[src/rtl/dac_write_scheduler.sv]
// Round-robin scheduler sharing one 32-bit DAC SPI serializer among NUM_CH requesters.
// Sends the DAC setup frame once after reset, then builds and sequences per-channel write frames.
module dac_write_scheduler #(
   parameter int unsigned NUM_CH      = 4,
   parameter logic [3:0]  CMD_WR      = 4'h3,
   parameter logic [31:0] INIT_WORD   = 32'h08000001,
   parameter int unsigned TIMEOUT_CYC = 8192
) (
   input  logic                   clk_100mhz,
   input  logic                   rst,
   input  logic [NUM_CH-1:0]      req,
   input  logic [12*NUM_CH-1:0]   req_data,
   output logic [NUM_CH-1:0]      ack,
   output logic [31:0]            spi_frame,
   output logic                   spi_start,
   input  logic                   spi_done,
   output logic                   init_done,
   output logic                   busy,
   output logic [2:0]             grant_ch,
   output logic                   err
);

   localparam int unsigned IDX_W = (NUM_CH > 1) ? $clog2(NUM_CH) : 1;
   localparam int unsigned CNT_W = (TIMEOUT_CYC > 1) ? $clog2(TIMEOUT_CYC) : 1;

   typedef enum logic [1:0] {
      ST_INIT,
      ST_INIT_WAIT,
      ST_IDLE,
      ST_WAIT
   } state_t;

   state_t              state_q;
   logic [CNT_W-1:0]    cnt_q;
   logic [2:0]          rr_ptr_q;
   logic [NUM_CH-1:0]   ack_q;
   logic [31:0]         frame_q;
   logic                start_q;
   logic                init_done_q;
   logic                busy_q;
   logic [2:0]          grant_q;
   logic                err_q;

   logic                hit_hi_c;
   logic                hit_lo_c;
   logic [2:0]          hi_c;
   logic [2:0]          lo_c;
   logic                any_req_c;
   logic [2:0]          pick_c;
   logic [2:0]          rr_next_c;
   logic [11:0]         data_c;
   logic                timeout_c;

   // Round-robin pick: first request at or above rr_ptr, else first request from channel 0.
   always_comb begin
      hit_hi_c = 1'b0;
      hit_lo_c = 1'b0;
      hi_c     = 3'd0;
      lo_c     = 3'd0;
      for (int i = 0; i < NUM_CH; i++) begin
         if (!hit_hi_c && req[IDX_W'(i)] && (3'(i) >= rr_ptr_q)) begin
            hit_hi_c = 1'b1;
            hi_c     = 3'(i);
         end
         if (!hit_lo_c && req[IDX_W'(i)]) begin
            hit_lo_c = 1'b1;
            lo_c     = 3'(i);
         end
      end
      any_req_c = hit_lo_c;
      pick_c    = hit_hi_c ? hi_c : lo_c;
      rr_next_c = (pick_c == 3'(NUM_CH - 1)) ? 3'd0 : pick_c + 3'd1;
   end

   always_comb begin
      data_c = 12'h000;
      for (int i = 0; i < NUM_CH; i++) begin
         if (3'(i) == pick_c) begin
            data_c = req_data[12*i +: 12];
         end
      end
   end

   assign timeout_c = (cnt_q == CNT_W'(TIMEOUT_CYC - 1));

   // Sequencer: counter restarts on every state entry; spi_done takes priority over timeout.
   always_ff @(posedge clk_100mhz or posedge rst) begin
      if (rst) begin
         state_q     <= ST_INIT;
         cnt_q       <= '0;
         rr_ptr_q    <= 3'd0;
         ack_q       <= '0;
         frame_q     <= 32'h0;
         start_q     <= 1'b0;
         init_done_q <= 1'b0;
         busy_q      <= 1'b1;
         grant_q     <= 3'd0;
         err_q       <= 1'b0;
      end else begin
         start_q <= 1'b0;
         ack_q   <= '0;
         cnt_q   <= cnt_q + CNT_W'(1);
         case (state_q)
            ST_INIT: begin
               frame_q <= INIT_WORD;
               start_q <= 1'b1;
               cnt_q   <= '0;
               state_q <= ST_INIT_WAIT;
            end
            ST_INIT_WAIT: begin
               if (spi_done) begin
                  init_done_q <= 1'b1;
                  busy_q      <= 1'b0;
                  cnt_q       <= '0;
                  state_q     <= ST_IDLE;
               end else if (timeout_c) begin
                  err_q   <= 1'b1;
                  cnt_q   <= '0;
                  state_q <= ST_INIT;
               end
            end
            ST_IDLE: begin
               cnt_q <= '0;
               if (any_req_c) begin
                  frame_q  <= {4'h0, CMD_WR, 4'(pick_c), data_c, 8'h00};
                  start_q  <= 1'b1;
                  ack_q    <= NUM_CH'(1) << pick_c;
                  grant_q  <= pick_c;
                  rr_ptr_q <= rr_next_c;
                  busy_q   <= 1'b1;
                  state_q  <= ST_WAIT;
               end
            end
            ST_WAIT: begin
               if (spi_done) begin
                  busy_q  <= 1'b0;
                  cnt_q   <= '0;
                  state_q <= ST_IDLE;
               end else if (timeout_c) begin
                  err_q   <= 1'b1;
                  busy_q  <= 1'b0;
                  cnt_q   <= '0;
                  state_q <= ST_IDLE;
               end
            end
            default: begin
               busy_q  <= 1'b1;
               state_q <= ST_INIT;
            end
         endcase
      end
   end

   assign ack       = ack_q;
   assign spi_frame = frame_q;
   assign spi_start = start_q;
   assign init_done = init_done_q;
   assign busy      = busy_q;
   assign grant_ch  = grant_q;
   assign err       = err_q;

endmodule

[config.mk]
export PLATFORM = sky130hd
export DESIGN_NAME = dac_write_scheduler
export DESIGN_NICKNAME = d
export VERILOG_FILES = /design/src/rtl/dac_write_scheduler.sv
export SDC_FILE = /design/constraint.sdc
export NUM_CORES = 1
export LEC_CHECK = 0
export ABC_CLOCK_PERIOD_IN_PS = 1680
export BUFFER_PORTS_ARGS = -buffer_cell sky130_fd_sc_hd__buf_2
export CAP_MARGIN = 40
export CORE_MARGIN = 3
export CORE_UTILIZATION = 41
export CTS_CLUSTER_SIZE = 12
export DETAILED_ROUTE_END_ITERATION = 7
export PLACE_DENSITY_LB_ADDON = 0.2
export SYNTH_ARGS = -nofsm -noshare
export SYNTH_HDL_FRONTEND = slang
export SYNTH_SLANG_ARGS = --single-unit
export TNS_END_PERCENT = 50
[constraint.sdc]
create_clock -name clk_100mhz -period 1.68 [get_ports clk_100mhz]
set_input_delay 0.252 -clock clk_100mhz [delete_from_list [all_inputs] [get_ports clk_100mhz]]
set_output_delay 0.252 -clock clk_100mhz [all_outputs]
set_load 0.01 [all_outputs]
# [Word-level counts from Yosys, hierarchy flattened]
# Index checks and enable logic that the tools add are counted.
[word_totals] wordCells=78 mem_bits_ro=0 regBits=61 memories=0 inputBits=55 latch_bits=0 output_inout_bits=43 ram_bits=0
[classes] multipliers=0 shifts=1 div_mod_pow=0 bitwise_logic=1 add_sub_neg=2 n_mux=32 n_lt_le_gt_ge=2 n_eq_ne=12 n_reduce_logical=18
[op_table] op="$pmux 32 s2" count=1
[op_table] op="$mux 12" count=4
[op_table] op="$mux 32" count=1
[op_table] op="$mux 13" count=2
[op_table] op="$pmux 13 s2" count=1
[op_table] op="$add 13x1->13 const B" count=1
[op_table] op="$eq 13x13->1 const B" count=1
[op_table] op="$mux 1" count=11
[op_table] op="$mux 2" count=5
[op_table] op="$mux 4" count=2
[op_table] op="$pmux 2 s4" count=1
[op_table] op="$eq 2x3->1 const A" count=2
[op_table] op="$ge 1x3->1 const A" count=2
[op_table] op="$mux 3" count=2
[op_table] op="$ne 3x3->1 const B" count=2
[op_table] op="$reduce_and 2->1" count=3
[op_table] op="$reduce_and 3->1" count=2
[op_table] op="$eq 2x2->1 const B" count=2
[op_table] op="$logic_and 1x1->1" count=4
[op_table] op="$ne 2x2->1 const B" count=2
[op_table] op="$reduce_and 4->1" count=1
[op_table] op="$reduce_or 2->1" count=2
[op_table] op="$shl 1x3->4 const A" count=1
[op_table] op="$add 3x1->3 const B" count=1
[op_table] op="11 further kinds" count=12

# [Logic depth before layout (Yosys ltp)]
# Gate-level depths: netlist of run 1.
[logic_depth] depth_word=15 depth_mapped=5 depth_no_buf=4

# [Least setup slack after synthesis of run 1]
# No wires, ideal clock.
[synth_timing] path_kind="reg-to-reg" startpoint="register cnt_q[0]" endpoint="register cnt_q[8]" arrival_time_ps=1464 period_less_slack_ps=1583 slack_ps=97 stages_incl_launch_ff=5 required_time_ps=1561 cell_sequence="dfrtp_1 -> ha_1 -> nand3_2 -> o41ai_4 -> o21ba_2"
[synth_between] elab_chain_len=4 word_cells_on_any_way=5 classes_between="add/sub: 1; eq/ne: 1; mux: 3"
[synth_rtl] item="from (decl)" line_no="34" text="logic [CNT_W-1:0] cnt_q;"
[synth_rtl] item="from (signal assigned)" line_no="102" text="cnt_q <= cnt_q + CNT_W'(1);"
[synth_rtl] item="$add 13x1->13 or $eq 13x13->1 (tied branches)" line_no="102, 84"
[synth_rtl] item="$mux 13 (*)" line_no="116, 139"
[synth_rtl] item="$mux 13 (*)" line_no="135" text="if (spi_done) begin"
[synth_rtl] item="$pmux 13 s2 (*)" line_no="103" text="case (state_q)"
# Mark *: on every way between the ends. The rest lies on a longest branch, timed or not.
# A chain may end at the register's enable or synchronous reset.

# [Final worst setup path of run 1]
[layout_timing] startpoint="register cnt_q[1]" endpoint="register busy_q (netlist: busy)"
[layout_between] elab_chain_len=3
[layout_rtl] item="$eq 13x13->1" line_no="84" text="assign timeout_c = (cnt_q == CNT_W'(TIMEOUT_CYC - 1));"
[layout_rtl] item="$ne 3x3->1 (no line)"
[layout_rtl] item="$reduce_and 4->1 (no line)"
[layout_rtl] item="to (signal assigned)" line_no="96" text="busy_q <= 1'b1;"
[layout_rtl] item="to (signal assigned)" line_no="113" text="busy_q <= 1'b0;"
[layout_rtl] item="to (signal assigned)" line_no="130" text="busy_q <= 1'b1;"
[layout_rtl] item="to (decl)" line_no="40" text="logic busy_q;"
# Every way passes these cells.

==> results of run 1 <==
layout make-up:
| type | instances | area, um2 | area share [%] |
|---|---|---|---|
| Clock inverter | 3 | 45.0 | 1.98 |
| Tap cell | 52 | 65.1 | 2.86 |
| Clock buffer | 5 | 68.8 | 3.02 |
| Sequential cell | 38 | 952 | 41.8 |
| Timing Repair Buffer | 63 | 343 | 15.1 |
| Multi-Input combinational cell | 113 | 776 | 34.1 |
| Inverter | 7 | 26.3 | 1.15 |
critical path, stage by stage (launching register included):
cell,delay [ns]
dfrtp_1,0.38
ha_1,0.22
nand3_4,0.12
or4_1,0.55
o221a_2,0.26
cell families (layout without fill, tap and decap cells):
family / Yosys count / after routing / synth area share [%]
AO/OA/AOI/OAI: 52 / 52 / 22.3
AND/OR/NAND/NOR: 38 / 38 / 12.6
XOR/XNOR: 3 / 3 / 1.39
adder cells (fa/ha/maj): 1 / 1 / 0.662
buffers and inverters: 36 / 78 / 12.5
other: 1 / 19 / 0.198
flip-flops: 38 / 38 / 50.4
how the worst max path moves through the flow:
stage	depth (start not counted)	to	slack, ns
3_3_place_gp	4	busy	0.11
5_1_grt	5	cnt_q[10]	0.004
3_5_place_dp	5	cnt_q[10]	0.08
6_report	4	busy	0.09
4_1_cts	5	cnt_q[12]	0.06
2_1_floorplan	4	cnt_q[8]	0.1
per-stage QoR:
step	total power, mW	cell area (um2)
final	2.82	2280
after floorplan	1.79	1960
after detailed placement	2.07	2150
after global routing	3.00	2280
after CTS	2.86	2270
after global placement	2.06	2150
layer usage:
| layer | vias to the layer above | global-route usage [%] | routed length (um) | share of wire, % |
|---|---|---|---|---|
| met5 | - | 0 | 0 | 0 |
| met4 | 0 | 4.83 | 43 | 1.1 |
| met3 | 5 | 3.15 | 213 | 5.7 |
| met2 | 41 | 23.4 | 1790 | 48 |
| met1 | 668 | 20.6 | 1700 | 45 |
| li1 | 692 | - | - | - |
report_power, final:
part / internal (mW) / switching, mW / total (mW) / leakage [nW]
clock network: 0.442 / 0.338 / 0.779 / 0.0504
registers: 1.12 / 0.117 / 1.24 / 0.481
logic: 0.392 / 0.409 / 0.800 / 0.560
total: 1.96 / 0.864 / 2.82 / 1.09
placed cells by master (no fill, tap or decap), types with 3 or more instances in the layout:
cell      synthesis  layout
o31ai_1           4       4
nand2b_1          3       3
dfrtp_1          37      37
clkbuf_8          0       5
buf_2             3      52
o21ai_0           5       5
nand2_1           6       6
conb_1            1      19
inv_1             7       7
nand3_1           3       3
buf_4            22      11
a21boi_0         12      12
nor2_1            6       6
or3_1             3       3
o21bai_1          3       3
or4_1             4       4
a21oi_1           7       7
a221o_1          12      12
registers in the layout (all words and copies together), names as in the netlist:
| name | cells |
|---|---|
| busy | 1 |
| init_done | 1 |
| spi_start | 1 |
| ack | 2 |
| spi_frame | 15 |
| cnt_q | 13 |
| rr_ptr_q | 2 |
| err | 1 |
| state_q | 2 |
==> reports/results.txt, run 1 <==
status: completed
top cells by count, synth: 37 x dfrtp_1, 22 x buf_4, 12 x a21boi_0, 12 x a221o_1
kind of critical path: register to register
Die Area: 0.00546 mm2
Root Buffer: clkbuf_8
setup_tns: 0 ns
1st-pass router iterations: 4
Non-Filler Instances: 281
CTS Sinks: 38
fin worst setup slack: 0.0902 ns
Antenna Cells: 0
Seq/Total Area, Yosys: 50.4%
final setup skew: 0.00621 ns
CP Capture Type: register
r2r setup slk: 0.09 ns
Filler cells: 387
initial antenna violation count: 0
cells on worst reg2reg path: 4
Die X: 73.9 um
unrepaired setup endpoints after global routing: false
Post-CTS Resized: 0
area grow syn2layout: 20.5%
Nets: 284
Worst-Skew Late Latency: 0.29 ns
WL final: 3740 um
site row count: 24
final setup vio count: 0
Setup Buffers After CTS: 0
placed instance count: 273
Area contributors post-synth: dfrtp_1 49%, buf_4 8.7%, a221o_1 6.4%
CTS H-tree lvls: 2
Reg clk slew, reported paths: 0.08 ns
CTS tree: built
drt drc: 0
Synth Area per Inst: 11.2 um2
vias in the first global route: 1,354
buffers added on ports: 52
core area: 0.00441 mm2
First DRT Iteration DRCs: 72
f_max: 629 MHz
Yosys top cell area share: 49.0%
Synth Cell Area: 0.00189 mm2
ANT nets after route: 0
startpoint types: register
leakage power: 1.09 nW
Tcrit/Tclk final: 94.6%
Vias/cell: 5.00
IO Pins: 98
R2R Path End: busy
CP arrival: 1.82 ns
cell taking the most area after synthesis: dfrtp_1
Netlist cell types: 41
crit path launch: cnt_q[1]
Hold Slack: 0.0569 ns
global-route wire length before repair: 6240 um
Initial Util: 42.8%
Max-cap violations: 0
max-slew violation count: 0
CP max FO: 5
most frequent cell after synthesis: dfrtp_1
EDFF count, synth: 0
largest net degree at the start of global routing: 39
GRT Util Overall: 14.9%
gpl congestion: 0.766
ys async rst share: 100%
dpl hpwl: 2660 um
layout cells sized above 1: 35.4%
Avg WL per Cell: 13.3 um
Place WS: 0.0803 ns
synthesized instance count: 169
Cell Pwr Density: 1240 mW/mm2
Critical R2R Launch: cnt_q[1]
Core Util, Final: 51.6%
Tmin final: 1.59 ns
Hold-fix buffers, CTS: 0
prevailing post-synth register cell: dfrtp_1
clock buffer depth: 2
Inserted Clock Buffers: 5
total number of vias: 1,406
Seq cells post-synth: 38
min-delay worst type: input pin to async pin
Required @ worst endpoint: 1.91 ns
Overflow after GRT: 0
Syn. warnings: 0
Max IR drop VDD: 0.668 mV
final hold violations: 0
die height: 73.9 um
Note: power is estimated with default switching activity, not from simulation.
==> run 2: changes to the inputs <==
Settings changed: PLACE_DENSITY set to 0.79, PLACE_DENSITY_LB_ADDON 0.2 to unset.
==> run 2 against run 1 <==
Net effect:
- register-to-register slack got worse by 0.04 ns
- fmax decreased by 2.3%
- sequential share of layout area decreased by 0.11 points
- hold slack got worse by 0.0087 ns
- die area unchanged
- count of clock-buffer cells in the layout unchanged
- final cell count increased by 0.36%
- core utilization increased by 0.14 points
- critical path type unchanged
- global-route usage increased by 0.43 points
- combinational power about the same
==> reports/results.txt, run 2 (synthesized netlist as in run 1, its figures left out) <==
status: completed
site row count: 24
die height: 73.9 um
layout cells sized above 1: 36.5%
CP max FO: 4
Root Buffer: clkbuf_8
min-delay worst type: input pin to async pin
core area: 0.00441 mm2
clock power share: 27.5%
Hold Slack: 0.0482 ns
largest net degree at the start of global routing: 39
Hold-fix buffers, CTS: 0
Sw Ratio: 30.8%
Avg WL per Cell: 13.5 um
IO Pins: 98
Core Util, Final: 51.7%
Power, Total: 2.83 mW
Tcrit/Tclk final: 96.9%
max-slew violation count: 0
final hold violations: 0
Crit-path slowest cell: or4_1
Non-Filler Instances: 282
GRT Util Overall: 15.4%
buffers added on ports: 52
dpl hpwl: 2770 um
fin area: 0.00228 mm2
Reg power frac: 44.2%
Inserted Clock Buffers: 5
startpoint types: register
Worst-Skew Late Latency: 0.29 ns
Crit path buffers/inverters: 0
NetSw: 873 uW
CP Capture Type: register
clock buffer depth: 2
gpl congestion: 0.770
largest stage delay on the critical path: 0.57 ns
Required @ worst endpoint: 1.91 ns
Largest register FFs: 15
placed cell area: 0.00216 mm2
Cell Pwr Density: 1240 mW/mm2
most common cell after layout, fill and taps aside: buf_2
CP arrival: 1.85 ns
WL final: 3810 um
Tmin final: 1.63 ns
drt drc: 0
fin worst setup slack: 0.0523 ns
CTS Sinks: 38
total number of vias: 1,444
setup_tns: 0 ns
First DRT Iteration DRCs: 72
ANT nets after route: 0
Antenna Cells: 0
initial antenna violation count: 0
global-route wire length before repair: 6330 um
f_max: 614 MHz
CP cell instances: ha_2 > nand3_2 > or4_1 > o221a_2
most frequent cells in the layout: 52 x buf_2, 37 x dfrtp_1, 19 x conb_1
Reg clk slew, reported paths: 0.08 ns
1st-pass router iterations: 4
Initial Util: 42.8%
leakage power: 1.09 nW
Place WS: 0.0850 ns
CTS H-tree lvls: 2
critical path's top delay family: simple AND/OR/NAND/NOR gates
CTS tree: built
Overflow after GRT: 0
combinational power share: 28.3%
Max-cap violations: 0
placed instance count: 274
kind of critical path: register to register
Die X: 73.9 um
crit path launch: cnt_q[1]
Power Internal: 1.96 mW
unrepaired setup endpoints after global routing: false
Critical R2R Launch: cnt_q[1]
Die Area: 0.00546 mm2
area grow syn2layout: 20.8%
Max IR drop VDD: 0.848 mV
Nets: 285
Vias/cell: 5.12
vias in the first global route: 1,378
final setup skew: 0.00482 ns
final setup vio count: 0
## run 2: cell types whose count changed in the layout (fill, tap and decap cells not counted)
cell	previous run	this run
ha_2	0	1
a21oi_2	1	2
nand3_2	0	1
buf_4	11	12
a21oi_1	7	6
ha_1	1	0
nand3_4	1	0
## run 2: power by group through the flow
| stage | logic (mW) | registers [mW] | clock network (mW) |
|---|---|---|---|
| 2_1_floorplan | 0.468 | 1.32 | 0 |
| 3_3_place_gp | 0.789 | 1.26 | 0 |
| 3_5_place_dp | 0.813 | 1.25 | 0 |
| 4_1_cts | 0.810 | 1.25 | 0.793 |
| 5_1_grt | 0.884 | 1.28 | 0.843 |
| 6_report | 0.800 | 1.25 | 0.779 |
## run 2: worst paths after layout
path	endpoint	slack [ns]	cells past startpoint
max in group asynchronous	busy	1.27	3
min in group clk_100mhz	spi_frame[9]	0.18	2
worst max register to register	busy	0.05	4
worst max-delay path	busy	0.05	4
worst min register to register	spi_frame[20]	0.48	1
worst min-delay path	ack[0]	0.05	3
## run 2: timing repair
action,4_1_cts,5_1_grt
setup buffers,0,0
resized for setup,0,2
setup endpoints to repair,0,1
## run 2: metal layers
metal	part of all wire, %	routed length (um)	track usage (%)
met1	43	1630	18.5
met2	50	1900	24.7
met3	6.2	235	5.61
met4	1.0	38	6.44
met5	0	0	0
## run 2: layout make-up
class / count / area (um2)
Tap cell: 52 / 65.1
Fill cell: 387 / 2130
Clock inverter: 3 / 45.0
Sequential cell: 38 / 952
Multi-Input combinational cell: 113 / 774
Clock buffer: 5 / 68.8
Timing Repair Buffer: 64 / 350
Inverter: 7 / 26.3
## run 2: worst min-delay path: cells and delay by family
family / cells / cell delay, ns
buffers and inverters: 3 / 0.54
==> run 3: changes to the inputs <==
Settings changed: PLACE_DENSITY 0.79 to unset, PLACE_DENSITY_LB_ADDON set to 0.08.
==> run 3 against run 2 <==
Net effect:
- sequential power about the same
- die area unchanged
- sequential cell count is the same
- fmax up 4.0%
- first-iteration DRC count is 18% lower
- routed wire length rose by 8.4%
- global-route usage is 0.98 points higher
==> reports/results.txt, run 3 (synthesized netlist as in run 1, its figures left out) <==
most frequent cells in the layout: 52 x buf_2, 37 x dfrtp_1, 19 x conb_1
CP max FO: 8
ANT nets after route: 0
Tcrit/Tclk final: 93.2%
cells on worst reg2reg path: 5
CTS Sinks: 38
drt drc: 0
CTS H-tree lvls: 2
leakage power: 1.09 nW
unrepaired setup endpoints after global routing: false
Tmin final: 1.57 ns
Max-cap violations: 0
Hold Slack: 0.0716 ns
Nets: 284
Inserted Clock Buffers: 5
r2r setup slk: 0.11 ns
Reg clk slew, reported paths: 0.07 ns
IO Pins: 98
clock buffer depth: 2
Required @ worst endpoint: 1.89 ns
startpoint types: register
placed instance count: 272
initial antenna violation count: 0
f_max: 639 MHz
Cell Pwr Density: 1200 mW/mm2
Overflow after GRT: 0
Critical R2R Launch: cnt_q[1]
largest net degree at the start of global routing: 39
core area: 0.00441 mm2
Die Area: 0.00546 mm2
1st-pass router iterations: 4
Initial Util: 42.8%
kind of critical path: register to register
vias in the first global route: 1,477
max-slew violation count: 0
status: completed
Vias/cell: 5.08
CP arrival: 1.77 ns
Place WS: 0.0966 ns
gpl congestion: 0.723
final setup skew: 0.00356 ns
dpl hpwl: 3020 um
setup_tns: 0 ns
R2R Path End: cnt_q[12]
min-delay worst type: input pin to async pin
total number of vias: 1,427
fin worst setup slack: 0.114 ns
Avg WL per Cell: 14.7 um
First DRT Iteration DRCs: 59
CTS tree: built
Die X: 73.9 um
Worst-Skew Late Latency: 0.28 ns
Max IR drop VDD: 0.548 mV
most common cell after layout, fill and taps aside: buf_2
final hold violations: 0
die height: 73.9 um
area grow syn2layout: 18.8%
Post-CTS Resized: 0
Non-Filler Instances: 281
GRT Util Overall: 16.4%
final setup vio count: 0
layout cells sized above 1: 34.5%
buffers added on ports: 52
CP Capture Type: register
Largest register FFs: 15
site row count: 24
Antenna Cells: 0
global-route wire length before repair: 6720 um
Core Util, Final: 50.9%
Root Buffer: clkbuf_8
WL final: 4130 um
run 3: timing repair:
item	in CTS	in global routing
hold buffers	0	0
buffers inserted	0	1
setup endpoints to repair	0	1
run 3: where the power goes:
group          internal (mW)  total (mW)  switching, mW
sequential              1.12        1.24          0.119
combinational          0.394       0.806          0.411
clock                  0.335       0.639          0.305
total                   1.85        2.69          0.835
run 3: worst max path at each step:
stage / startpoint / to / slack [ns] / cells past startpoint
2_1_floorplan: cnt_q[0] / cnt_q[8] / 0.1 / 4
3_3_place_gp: cnt_q[1] / busy / 0.12 / 4
3_5_place_dp: cnt_q[1] / cnt_q[12] / 0.1 / 5
4_1_cts: cnt_q[1] / cnt_q[12] / 0.07 / 5
5_1_grt: cnt_q[1] / cnt_q[12] / 0.03 / 5
6_report: cnt_q[1] / cnt_q[12] / 0.11 / 5
run 3: metal layers:
metal | global-route usage [%] | vias to the layer above | routed length [um]
met5 | 0 | - | 0
met2 | 28.4 | 43 | 2100
met1 | 18.9 | 689 | 1730
met3 | 4.79 | 5 | 248
met4 | 6.04 | 0 | 54
li1 | - | 690 | -
run 3: cell type report:
cell class | count | area [um2]
multi-input combinational | 113 | 768
fill | 411 | 2170
inverter | 7 | 26.3
clock buffer | 8 | 90.1
sequential | 38 | 952
tap | 52 | 65.1
timing repair buffer | 63 | 343
run 3: stage by stage:
| stage | area, um2 | power [mW] |
|---|---|---|
| finish | 2240 | 2.69 |
| global route | 2240 | 2.86 |
| CTS | 2240 | 2.72 |
| detailed placement | 2150 | 2.07 |
| global placement | 2150 | 2.05 |
| floorplan | 1960 | 1.79 |
run 3: critical path, cell delays in order, from the launching register on:
cell and delay (ns):
dfrtp_1 0.37, ha_1 0.19, nand3_2 0.12, buf_4 0.18
or4_1 0.47, a21oi_1 0.17
